**src/rtl/ex_alu_stage_if.sv**
```systemverilog
// ex_alu_stage_if: ID/EX operand bundle in, EX/MEM result bundle out
interface ex_alu_stage_if #(
   parameter int NB_DATA      = 32,
   parameter int NB_REG       = 5,
   parameter int NB_ALU_CTRLI = 4
);
   logic                    i_enable;
   logic                    i_flush;
   logic                    i_valid;
   logic [NB_ALU_CTRLI-1:0] i_alu_ctrl;
   logic                    i_shamt_ctrl;
   logic                    i_r31_ctrl;
   logic                    i_alu_src;
   logic                    i_reg_dst;
   logic [NB_DATA-1:0]      i_data_a;
   logic [NB_DATA-1:0]      i_data_b;
   logic [NB_DATA-1:0]      i_imm;
   logic [4:0]              i_shamt;
   logic [NB_DATA-1:0]      i_pc_plus4;
   logic [NB_REG-1:0]       i_rt;
   logic [NB_REG-1:0]       i_rd;
   logic [NB_DATA-1:0]      o_result;
   logic [NB_DATA-1:0]      o_store_data;
   logic [NB_REG-1:0]       o_write_reg;
   logic                    o_branch_taken;
   logic                    o_valid;
   logic [31:0]             o_retired;

   modport slave (
      input  i_enable, i_flush, i_valid, i_alu_ctrl, i_shamt_ctrl, i_r31_ctrl,
             i_alu_src, i_reg_dst, i_data_a, i_data_b, i_imm, i_shamt,
             i_pc_plus4, i_rt, i_rd,
      output o_result, o_store_data, o_write_reg, o_branch_taken, o_valid, o_retired
   );

   modport master (
      output i_enable, i_flush, i_valid, i_alu_ctrl, i_shamt_ctrl, i_r31_ctrl,
             i_alu_src, i_reg_dst, i_data_a, i_data_b, i_imm, i_shamt,
             i_pc_plus4, i_rt, i_rd,
      input  o_result, o_store_data, o_write_reg, o_branch_taken, o_valid, o_retired
   );
endinterface

```
**src/rtl/ex_alu_stage.sv**
```systemverilog
// ex_alu_stage: registered MIPS execute stage with EX/MEM capture and retired counter
module ex_alu_stage #(
   parameter int NB_DATA      = 32,
   parameter int NB_REG       = 5,
   parameter int NB_ALU_CTRLI = 4
) (
   input  logic               i_clock,
   input  logic               i_reset,
   ex_alu_stage_if.slave      bus
);
   logic [NB_DATA-1:0] op_b, alu_res, res_new;
   logic [4:0]         sh_amt;
   logic               br_cond;
   logic [NB_REG-1:0]  wreg_new;
   logic [NB_DATA-1:0] result_d, result_q, store_d, store_q;
   logic [NB_REG-1:0]  wreg_d, wreg_q;
   logic               branch_d, branch_q, valid_d, valid_q;
   logic [31:0]        retired_d, retired_q;

   // ALU datapath: operand select, operation decode, branch compare
   always_comb begin
      op_b    = bus.i_alu_src ? bus.i_imm : bus.i_data_b;
      sh_amt  = bus.i_shamt_ctrl ? bus.i_data_a[4:0] : bus.i_shamt;
      alu_res = '0;
      br_cond = 1'b0;
      case (bus.i_alu_ctrl)
         4'h0: alu_res = op_b << sh_amt;
         4'h1: alu_res = op_b >> sh_amt;
         4'h2: alu_res = $signed(op_b) >>> sh_amt;
         4'h3: alu_res = bus.i_data_a + op_b;
         4'h4: alu_res = bus.i_data_a - op_b;
         4'h5: alu_res = bus.i_data_a & op_b;
         4'h6: alu_res = bus.i_data_a | op_b;
         4'h7: alu_res = bus.i_data_a ^ op_b;
         4'h8: alu_res = ~(bus.i_data_a | op_b);
         4'h9: alu_res = {{(NB_DATA-1){1'b0}}, $signed(bus.i_data_a) < $signed(op_b)};
         4'hA: alu_res = {op_b[NB_DATA/2-1:0], {(NB_DATA/2){1'b0}}};
         4'hB: br_cond = bus.i_data_a == op_b;
         4'hC: br_cond = bus.i_data_a != op_b;
         default: alu_res = '0;
      endcase
      res_new  = bus.i_r31_ctrl ? bus.i_pc_plus4 : alu_res;
      wreg_new = bus.i_r31_ctrl ? NB_REG'(31) : (bus.i_reg_dst ? bus.i_rd : bus.i_rt);
   end

   // Next EX/MEM state: enable captures, flush squashes valid/branch and wins over hold
   always_comb begin
      result_d  = result_q;
      store_d   = store_q;
      wreg_d    = wreg_q;
      branch_d  = branch_q;
      valid_d   = valid_q;
      retired_d = retired_q;
      if (bus.i_enable) begin
         result_d  = res_new;
         store_d   = bus.i_data_b;
         wreg_d    = wreg_new;
         branch_d  = br_cond & bus.i_valid;
         valid_d   = bus.i_valid;
         retired_d = retired_q + {31'b0, bus.i_valid};
      end
      if (bus.i_flush) begin
         valid_d   = 1'b0;
         branch_d  = 1'b0;
         retired_d = retired_q;
      end
   end

   // EX/MEM pipeline registers with asynchronous active-low clear
   always_ff @(posedge i_clock or negedge i_reset) begin
      if (!i_reset) begin
         result_q  <= '0;
         store_q   <= '0;
         wreg_q    <= '0;
         branch_q  <= 1'b0;
         valid_q   <= 1'b0;
         retired_q <= '0;
      end else begin
         result_q  <= result_d;
         store_q   <= store_d;
         wreg_q    <= wreg_d;
         branch_q  <= branch_d;
         valid_q   <= valid_d;
         retired_q <= retired_d;
      end
   end

   assign bus.o_result       = result_q;
   assign bus.o_store_data   = store_q;
   assign bus.o_write_reg    = wreg_q;
   assign bus.o_branch_taken = branch_q;
   assign bus.o_valid        = valid_q;
   assign bus.o_retired      = retired_q;
endmodule

```
**src/flat_wrapper.sv**
```systemverilog
// flat-port wrapper written by rule: the top's interface ports become plain ports
module ex_alu_stage_flat 
#(
   parameter int NB_DATA      = 32,
   parameter int NB_REG       = 5,
   parameter int NB_ALU_CTRLI = 4
)
  (i_clock, i_reset, bus_i_enable, bus_i_flush, bus_i_valid, bus_i_alu_ctrl, bus_i_shamt_ctrl, bus_i_r31_ctrl, bus_i_alu_src, bus_i_reg_dst, bus_i_data_a, bus_i_data_b, bus_i_imm, bus_i_shamt, bus_i_pc_plus4, bus_i_rt, bus_i_rd, bus_o_result, bus_o_store_data, bus_o_write_reg, bus_o_branch_taken, bus_o_valid, bus_o_retired);
  ex_alu_stage_if #(.NB_DATA(NB_DATA), .NB_REG(NB_REG), .NB_ALU_CTRLI(NB_ALU_CTRLI)) bus_i ();
  input  logic i_clock;
  input  logic i_reset;
  input wire logic [$bits(bus_i.i_enable)-1:0] bus_i_enable;
  input wire logic [$bits(bus_i.i_flush)-1:0] bus_i_flush;
  input wire logic [$bits(bus_i.i_valid)-1:0] bus_i_valid;
  input wire logic [$bits(bus_i.i_alu_ctrl)-1:0] bus_i_alu_ctrl;
  input wire logic [$bits(bus_i.i_shamt_ctrl)-1:0] bus_i_shamt_ctrl;
  input wire logic [$bits(bus_i.i_r31_ctrl)-1:0] bus_i_r31_ctrl;
  input wire logic [$bits(bus_i.i_alu_src)-1:0] bus_i_alu_src;
  input wire logic [$bits(bus_i.i_reg_dst)-1:0] bus_i_reg_dst;
  input wire logic [$bits(bus_i.i_data_a)-1:0] bus_i_data_a;
  input wire logic [$bits(bus_i.i_data_b)-1:0] bus_i_data_b;
  input wire logic [$bits(bus_i.i_imm)-1:0] bus_i_imm;
  input wire logic [$bits(bus_i.i_shamt)-1:0] bus_i_shamt;
  input wire logic [$bits(bus_i.i_pc_plus4)-1:0] bus_i_pc_plus4;
  input wire logic [$bits(bus_i.i_rt)-1:0] bus_i_rt;
  input wire logic [$bits(bus_i.i_rd)-1:0] bus_i_rd;
  output wire logic [$bits(bus_i.o_result)-1:0] bus_o_result;
  output wire logic [$bits(bus_i.o_store_data)-1:0] bus_o_store_data;
  output wire logic [$bits(bus_i.o_write_reg)-1:0] bus_o_write_reg;
  output wire logic [$bits(bus_i.o_branch_taken)-1:0] bus_o_branch_taken;
  output wire logic [$bits(bus_i.o_valid)-1:0] bus_o_valid;
  output wire logic [$bits(bus_i.o_retired)-1:0] bus_o_retired;
  assign bus_i.i_enable = bus_i_enable;
  assign bus_i.i_flush = bus_i_flush;
  assign bus_i.i_valid = bus_i_valid;
  assign bus_i.i_alu_ctrl = bus_i_alu_ctrl;
  assign bus_i.i_shamt_ctrl = bus_i_shamt_ctrl;
  assign bus_i.i_r31_ctrl = bus_i_r31_ctrl;
  assign bus_i.i_alu_src = bus_i_alu_src;
  assign bus_i.i_reg_dst = bus_i_reg_dst;
  assign bus_i.i_data_a = bus_i_data_a;
  assign bus_i.i_data_b = bus_i_data_b;
  assign bus_i.i_imm = bus_i_imm;
  assign bus_i.i_shamt = bus_i_shamt;
  assign bus_i.i_pc_plus4 = bus_i_pc_plus4;
  assign bus_i.i_rt = bus_i_rt;
  assign bus_i.i_rd = bus_i_rd;
  assign bus_o_result = bus_i.o_result;
  assign bus_o_store_data = bus_i.o_store_data;
  assign bus_o_write_reg = bus_i.o_write_reg;
  assign bus_o_branch_taken = bus_i.o_branch_taken;
  assign bus_o_valid = bus_i.o_valid;
  assign bus_o_retired = bus_i.o_retired;
  ex_alu_stage #(.NB_DATA(NB_DATA), .NB_REG(NB_REG), .NB_ALU_CTRLI(NB_ALU_CTRLI)) u_core (.i_clock(i_clock), .i_reset(i_reset), .bus(bus_i));
endmodule
```
**config.mk**
```make
export PLATFORM = sky130hd
export DESIGN_NAME = ex_alu_stage_flat
export DESIGN_NICKNAME = d
export VERILOG_FILES = /design/src/rtl/ex_alu_stage_if.sv /design/src/rtl/ex_alu_stage.sv /design/src/flat_wrapper.sv
export SDC_FILE = /design/constraint.sdc
export NUM_CORES = 1
export LEC_CHECK = 0
export CAP_MARGIN = 20
export CORE_UTILIZATION = 50
export CTS_BUF_LIST = sky130_fd_sc_hd__clkbuf_8
export CTS_CLUSTER_SIZE = 24
export DETAILED_ROUTE_END_ITERATION = 8
export PLACE_DENSITY = 0.91
export RECOVER_POWER = 50
export SYNTH_ARGS = -nofsm -noshare
export SYNTH_HDL_FRONTEND = slang
export SYNTH_SLANG_ARGS = --single-unit
```
**constraint.sdc**
```tcl
create_clock -name i_clock -period 2.38 [get_ports i_clock]
set_clock_uncertainty 0.2 [all_clocks]
set_input_delay 0.595 -clock i_clock [delete_from_list [all_inputs] [get_ports i_clock]]
set_output_delay 0.595 -clock i_clock [all_outputs]
set_load 0.005 [all_outputs]
```
==> impl_metrics.csv, run 1 <==
group,metric,value,unit
place,portBuffers,258,
global_routing,grt_start_max_net_pins,32,
logic_synthesis,synth_cells,1883,
global_routing,grt_overflow,1103,
logic_synthesis,asyncSetResetFlopFracSynth,1.000,
cts,clk_path_buf_depth,2,
logic_synthesis,ys_types,78,
die,starting_density_of_the_core,0.5091,
die,io_pins,259,
outcome,haltStage,"global routing",
place,place.detailed.instances,3024,
outcome,toolErrorMsg,"[ERROR GRT-0116] Global routing finished with congestion. Check the congestion regions in the DRC Viewer.",
place,pre_cts_slack,-2.129,ns
logic_synthesis,postSynthNetCount,2161,
die,placement_rows,61,
outcome,run_status,"stopped before the end",
global_routing,global_route.usage.total,0.9400,
cts,cts_max_level,3,
logic_synthesis,post_synth.cell_area_avg,7.532,sq um
global_routing,global_route_wire_length_before_repair,203500,microns
logic_synthesis,synth_warnings,0,
place,place.gp.congestion,1.275,
global_routing,first_global_vias,29459,
logic_synthesis,prevailing_post_synth_register_cell,"sky130_fd_sc_hd__dfrtp_1",
logic_synthesis,ys_ff_latch,103,
logic_synthesis,number_of_synthesized_flops_with_an_enable_pin,0,
die,die_w,170.4,microns
logic_synthesis,ys_seq_area_frac,0.1817,
cts,cts_num_sinks,103,
cts,cts_root_buffer,"sky130_fd_sc_hd__clkbuf_8",
cts,cts_made_buffers,9,
place,hpwlAfterDp,64750,microns
die,die_h,170.4,microns
logic_synthesis,synth_area,0.01418,sq mm
[Yosys cell counts, drive strengths merged, types with 29 or more instances]
cell	count	share of area
nor2	196	0.052
nand2	195	0.052
a21oi	169	0.060
mux2i	137	0.10
ha	120	0.11
o21ai	116	0.041
dfrtp	103	0.18
inv	101	0.027
clkbuf	77	0.020
mux2	55	0.044
buf	52	0.022
nor3	44	0.016
nand3	40	0.014
a211oi	34	0.018
xnor2	34	0.021
o22ai	32	0.014
o211ai	29	0.015
[layer usage]
metal / GRT overflow / global-route usage
met3: 95 / 0.8656
met5: 13 / 0.7652
met1: 93 / 0.8764
met4: 258 / 0.9785
met2: 644 / 1.076
[metrics by stage]
step,hold slack [ns],cell area [sq um]
3_3_place_gp,0.2615,21910
3_5_place_dp,0.2818,21910
2_1_floorplan,0.09941,14630
4_1_cts,0.3018,24170
[logic make-up after synthesis]
logic type | share of synthesized area
adder cells (fa/ha/maj) | 0.1087
AND/OR/NAND/NOR | 0.1871
buffers and inverters | 0.06926
AO/OA/AOI/OAI | 0.2727
flip-flops | 0.1817
XOR/XNOR | 0.03273
multiplexers | 0.1478
[repair_timing]
| action | 4_1_cts |
|---|---|
| setup buffers | 79 |
| hold buffers | 1 |
| pin swaps | 93 |
| setup endpoints to repair | 43 |
| gates resized for setup | 334 |
| hold endpoints to repair | 27 |
==> run 2, diff against run 1 <==
CORE_UTILIZATION = 40   (was 50)
CTS_BUF_LIST = default   (was sky130_fd_sc_hd__clkbuf_8)
CTS_CLUSTER_SIZE = default   (was 24)
PLACE_DENSITY = default   (was 0.91)
PLACE_DENSITY_LB_ADDON = 0.15   (was default)
clock period = 3.09 ns   (was 2.38 ns; I/O delays follow)
==> impl_metrics.csv, run 2 <==
group,metric,value,unit
outcome,run_status,"complete, but fails checks",
outcome,failed_checks,"negative setup slack",
die,die_w,190.3,microns
logic_synthesis,synth_cells,1883,
logic_synthesis,synth_area_leader_cell,"sky130_fd_sc_hd__dfrtp_1",
cts,clk_path_buf_depth,2,
logic_synthesis,dominant_combinational_cell_family_by_area_after_synthesis,"compound AO/OA/AOI/OAI gates",
routing,antenna_violating_nets_remaining,0,
run,max_cap_viol_count,0,
global_routing,grt_start_max_net_pins,74,
routing,route.detailed.drc,0,
sta,finalHoldViolCount,0,
cts,cts_made_buffers,9,
logic_synthesis,number_of_synthesized_flops_with_an_enable_pin,0,
worst_setup_path,worst-endpoint-arrival,4.07,ns
power,irDropWorstVdd,0.5016,mV
global_routing,global_route_wire_length_before_repair,127700,microns
logic_synthesis,synth_area,0.01418,sq mm
logic_synthesis,post_synth.cell_area_avg,7.532,sq um
cts,worst_skew_pair.late_latency,0.40,ns
logic_synthesis,synth_warnings,0,
worst_setup_path,worstSetupStartpointType,"input port",
worst_setup_path,cp.buffers_inverters,4,
cells_and_area,fin_nets,3149,
cts,cts_root_buffer,"sky130_fd_sc_hd__clkbuf_16",
routing,vias,20690,
sta,min_period_over_period,1.296,
global_routing,grt_overflow,0,
power,p_seq_frac,0.189,
cells_and_area,layout.cells.non_filler,3333,
sta,timing.setup.tns,-21.17,ns
sta,finalWorstPathRequiredPeriod,4.004,ns
cts,cts_tree,"yes",
die,die_h,190.3,microns
sta,post-route-worst-setup-slack,-0.9139,ns
global_routing,first_global_vias,20128,
logic_synthesis,synth_compound_gate_area_share,0.2727,
routing,routed_via_density,6.208,
cells_and_area,area.growth.synth_to_final,83.38,%
sta,timing.final.setup_violations,35,
min_path,hold_path_class,"input port to async pin",
worst_setup_path,path_class,"input port to flip-flop",
logic_synthesis,ys_ff_latch,103,
logic_synthesis,postSynthNetCount,2161,
sta,max_slew_margin,0.08736,
worst_setup_path,worstSetupEndpointType,"flip-flop",
logic_synthesis,synth_area_leaders,"sky130_fd_sc_hd__dfrtp_1, sky130_fd_sc_hd__ha_1, sky130_fd_sc_hd__mux2i_1",
power,power_leakage,11.78,nW
power,power.clock.fraction,0.153,
die,starting_density_of_the_core,0.4086,
place,place.gp.congestion,1.070,
sta,max_freq,249.8,MHz
die,placement_rows,68,
global_routing,number_of_antenna_violations_at_the_first_check_in_global_routing,6,
cts,clkTransAtPathRegs,0.08,ns
place,portBuffers,258,
sta,max_slew.worst_pin.slew,1.369,ns
logic_synthesis,synth.most_common_cell,"sky130_fd_sc_hd__nor2_1",
logic_synthesis,synth-simple-area-share,0.1871,
place,place.detailed.instances,3214,
die,io_pins,259,
routing,first_iter_violations,2626,
power,power_switching,3.699,mW
logic_synthesis,prevailing_post_synth_register_cell,"sky130_fd_sc_hd__dfrtp_1",
sta,slew_violations,0,
power,switching_share,0.4331,
logic_synthesis,yosys.area_share.adder,0.1087,
cells_and_area,filler_cells_inserted,2491,
logic_synthesis,synth.cells.most_frequent,"sky130_fd_sc_hd__nor2_1, sky130_fd_sc_hd__nand2_1, sky130_fd_sc_hd__a21oi_1, sky130_fd_sc_hd__mux2i_1, sky130_fd_sc_hd__ha_1",
cts,cts_max_level,3,
logic_synthesis,ys_types,78,
logic_synthesis,asyncSetResetFlopFracSynth,1.000,
logic_synthesis,muxShareOfSynthArea,0.1478,
worst_setup_path,critical_path.max_fanout,7,
logic_synthesis,post_synth_xor_xnor_area,0.03273,
sta,setup_repair_after_global_routing_missed_its_margin,"yes",
place,hpwlAfterDp,69950,microns
logic_synthesis,post-synth-top-area-fraction,0.1817,
worst_setup_path,crit_path_cell_trace,"buf_16, buf_12, mux2i_4, inv_2, fa_2, nor2b_4, o211a_1, o211ai_1, a21oi_2, nor2_2, buf_4, o21ba_4, a221o_1, a211o_1, a22oi_2, a21oi_1",
worst_setup_path,required,3.16,ns
worst_setup_path,slowest_stage,"sky130_fd_sc_hd__fa_2",
global_routing,global_route.usage.total,0.4785,
logic_synthesis,ys_seq_area_frac,0.1817,
die,core_area,0.03471,sq mm
die,die_area,0.03621,sq mm
cells_and_area,mostFrequentLayoutCell,"sky130_fd_sc_hd__buf_4",
cells_and_area,post_route_cells_drive_above_1_share,0.4284,
worst_setup_path,timing.critical_path.slowest_cell_delay,0.41,ns
routing,totalWireLength,90120,microns
power,power.share.combinational,0.658,
cells_and_area,final_cell_mix,"sky130_fd_sc_hd__buf_4, sky130_fd_sc_hd__clkdlybuf4s50_1, sky130_fd_sc_hd__nand2_1",
power,power_report.internal_total,4.842,mW
cts,cts_num_sinks,103,
routing,number_of_iterations_in_the_first_detailed_routing_pass,9,
worst_setup_path,crit_family,"compound AO/OA/AOI/OAI gates",
routing,route.detailed.wl_per_inst,27.04,microns
power,power_density_over_cell_area,328.4,mW/mm^2
## run 2: path summary, 6_finish.rpt
| kind | start | to | slack [ns] | cells after the start |
|---|---|---|---|---|
| max | bus_i_alu_src | u_core.bus.o_result[16] | -0.91 | 16 |
| min | i_reset | u_core.bus.o_result[14] | 0.21 | 1 |
| min reg2reg | u_core.bus.o_retired[31] | u_core.bus.o_retired[31] | 0.28 | 1 |
| min in group i_clock | u_core.bus.o_retired[31] | u_core.bus.o_retired[31] | 0.28 | 1 |
| max in group asynchronous | i_reset | u_core.bus.o_result[17] | 0.79 | 2 |
| max reg2reg | u_core.bus.o_result[10] | u_core.bus.o_result[10] | 0.59 | 7 |
## run 2: layer usage
metal,share of wire,wire length (microns),up-vias,global-route usage
met2,0.43,39100,1504,0.7400
met4,0.073,6599,8,0.2908
li1,-,-,8857,-
met5,0.00054,49,-,0
met1,0.38,34170,9901,0.6019
met3,0.11,10190,420,0.1119
## run 2: final cells by class
class / count / area [sq um] / area share
clock buffer: 9 / 225.2 / 0.008660
multi-input combinational: 1550 / 12710 / 0.4888
tap: 455 / 569.3 / 0.02189
clock inverter: 7 / 88.84 / 0.003416
inverter: 101 / 392.9 / 0.01511
sequential: 103 / 2577 / 0.09911
timing repair buffer: 1106 / 9435 / 0.3628
antenna: 2 / 5.005 / 0.0001924
## run 2: cells by family (layout without fill, tap and decap cells)
group,after synthesis,after routing
adders and majority gates,122,122
other,0,2
AOI/OAI and AO/OA,591,591
muxes,192,192
DFF,103,103
xor gates and xnor gates,53,53
and+or+nand+nor,592,592
buffers and inverters,230,1223
## run 2: repair_timing
action / 4_1_cts / 5_1_grt
cloned: 1 / 1
hold buffers: 0 / 0
pin swaps: 113 / 85
buffers inserted: 82 / 35
resized for setup: 343 / 150
setup endpoints to repair: 33 / 39
## run 2: stage by stage
stage / worst slack (ns) / cell area (sq um) / util / hold WS, ns / power, mW
6_report: -0.9139 / 26010 / 0.7492 / 0.2079 / 8.541
5_1_grt: -0.9333 / 26000 / 0.7491 / 0.2458 / 8.774
4_1_cts: -0.8060 / 25130 / 0.7238 / 0.01482 / 8.044
3_5_place_dp: -1.616 / 22830 / 0.6577 / 0.2667 / 6.213
3_3_place_gp: -1.623 / 22830 / 0.6577 / 0.2659 / 6.152
2_1_floorplan: -0.8906 / 14540 / - / 0.2684 / 3.536
## run 2: power by group through the flow
stage	Sequential [mW]	Combinational, mW	Clock [mW]
after floorplan	1.61	1.93	0
after global placement	1.61	4.54	0
after detailed placement	1.63	4.59	0
after CTS	1.60	5.13	1.31
after global routing	1.62	5.81	1.34
final	1.61	5.62	1.31
Power figures use the tool's default switching activity.
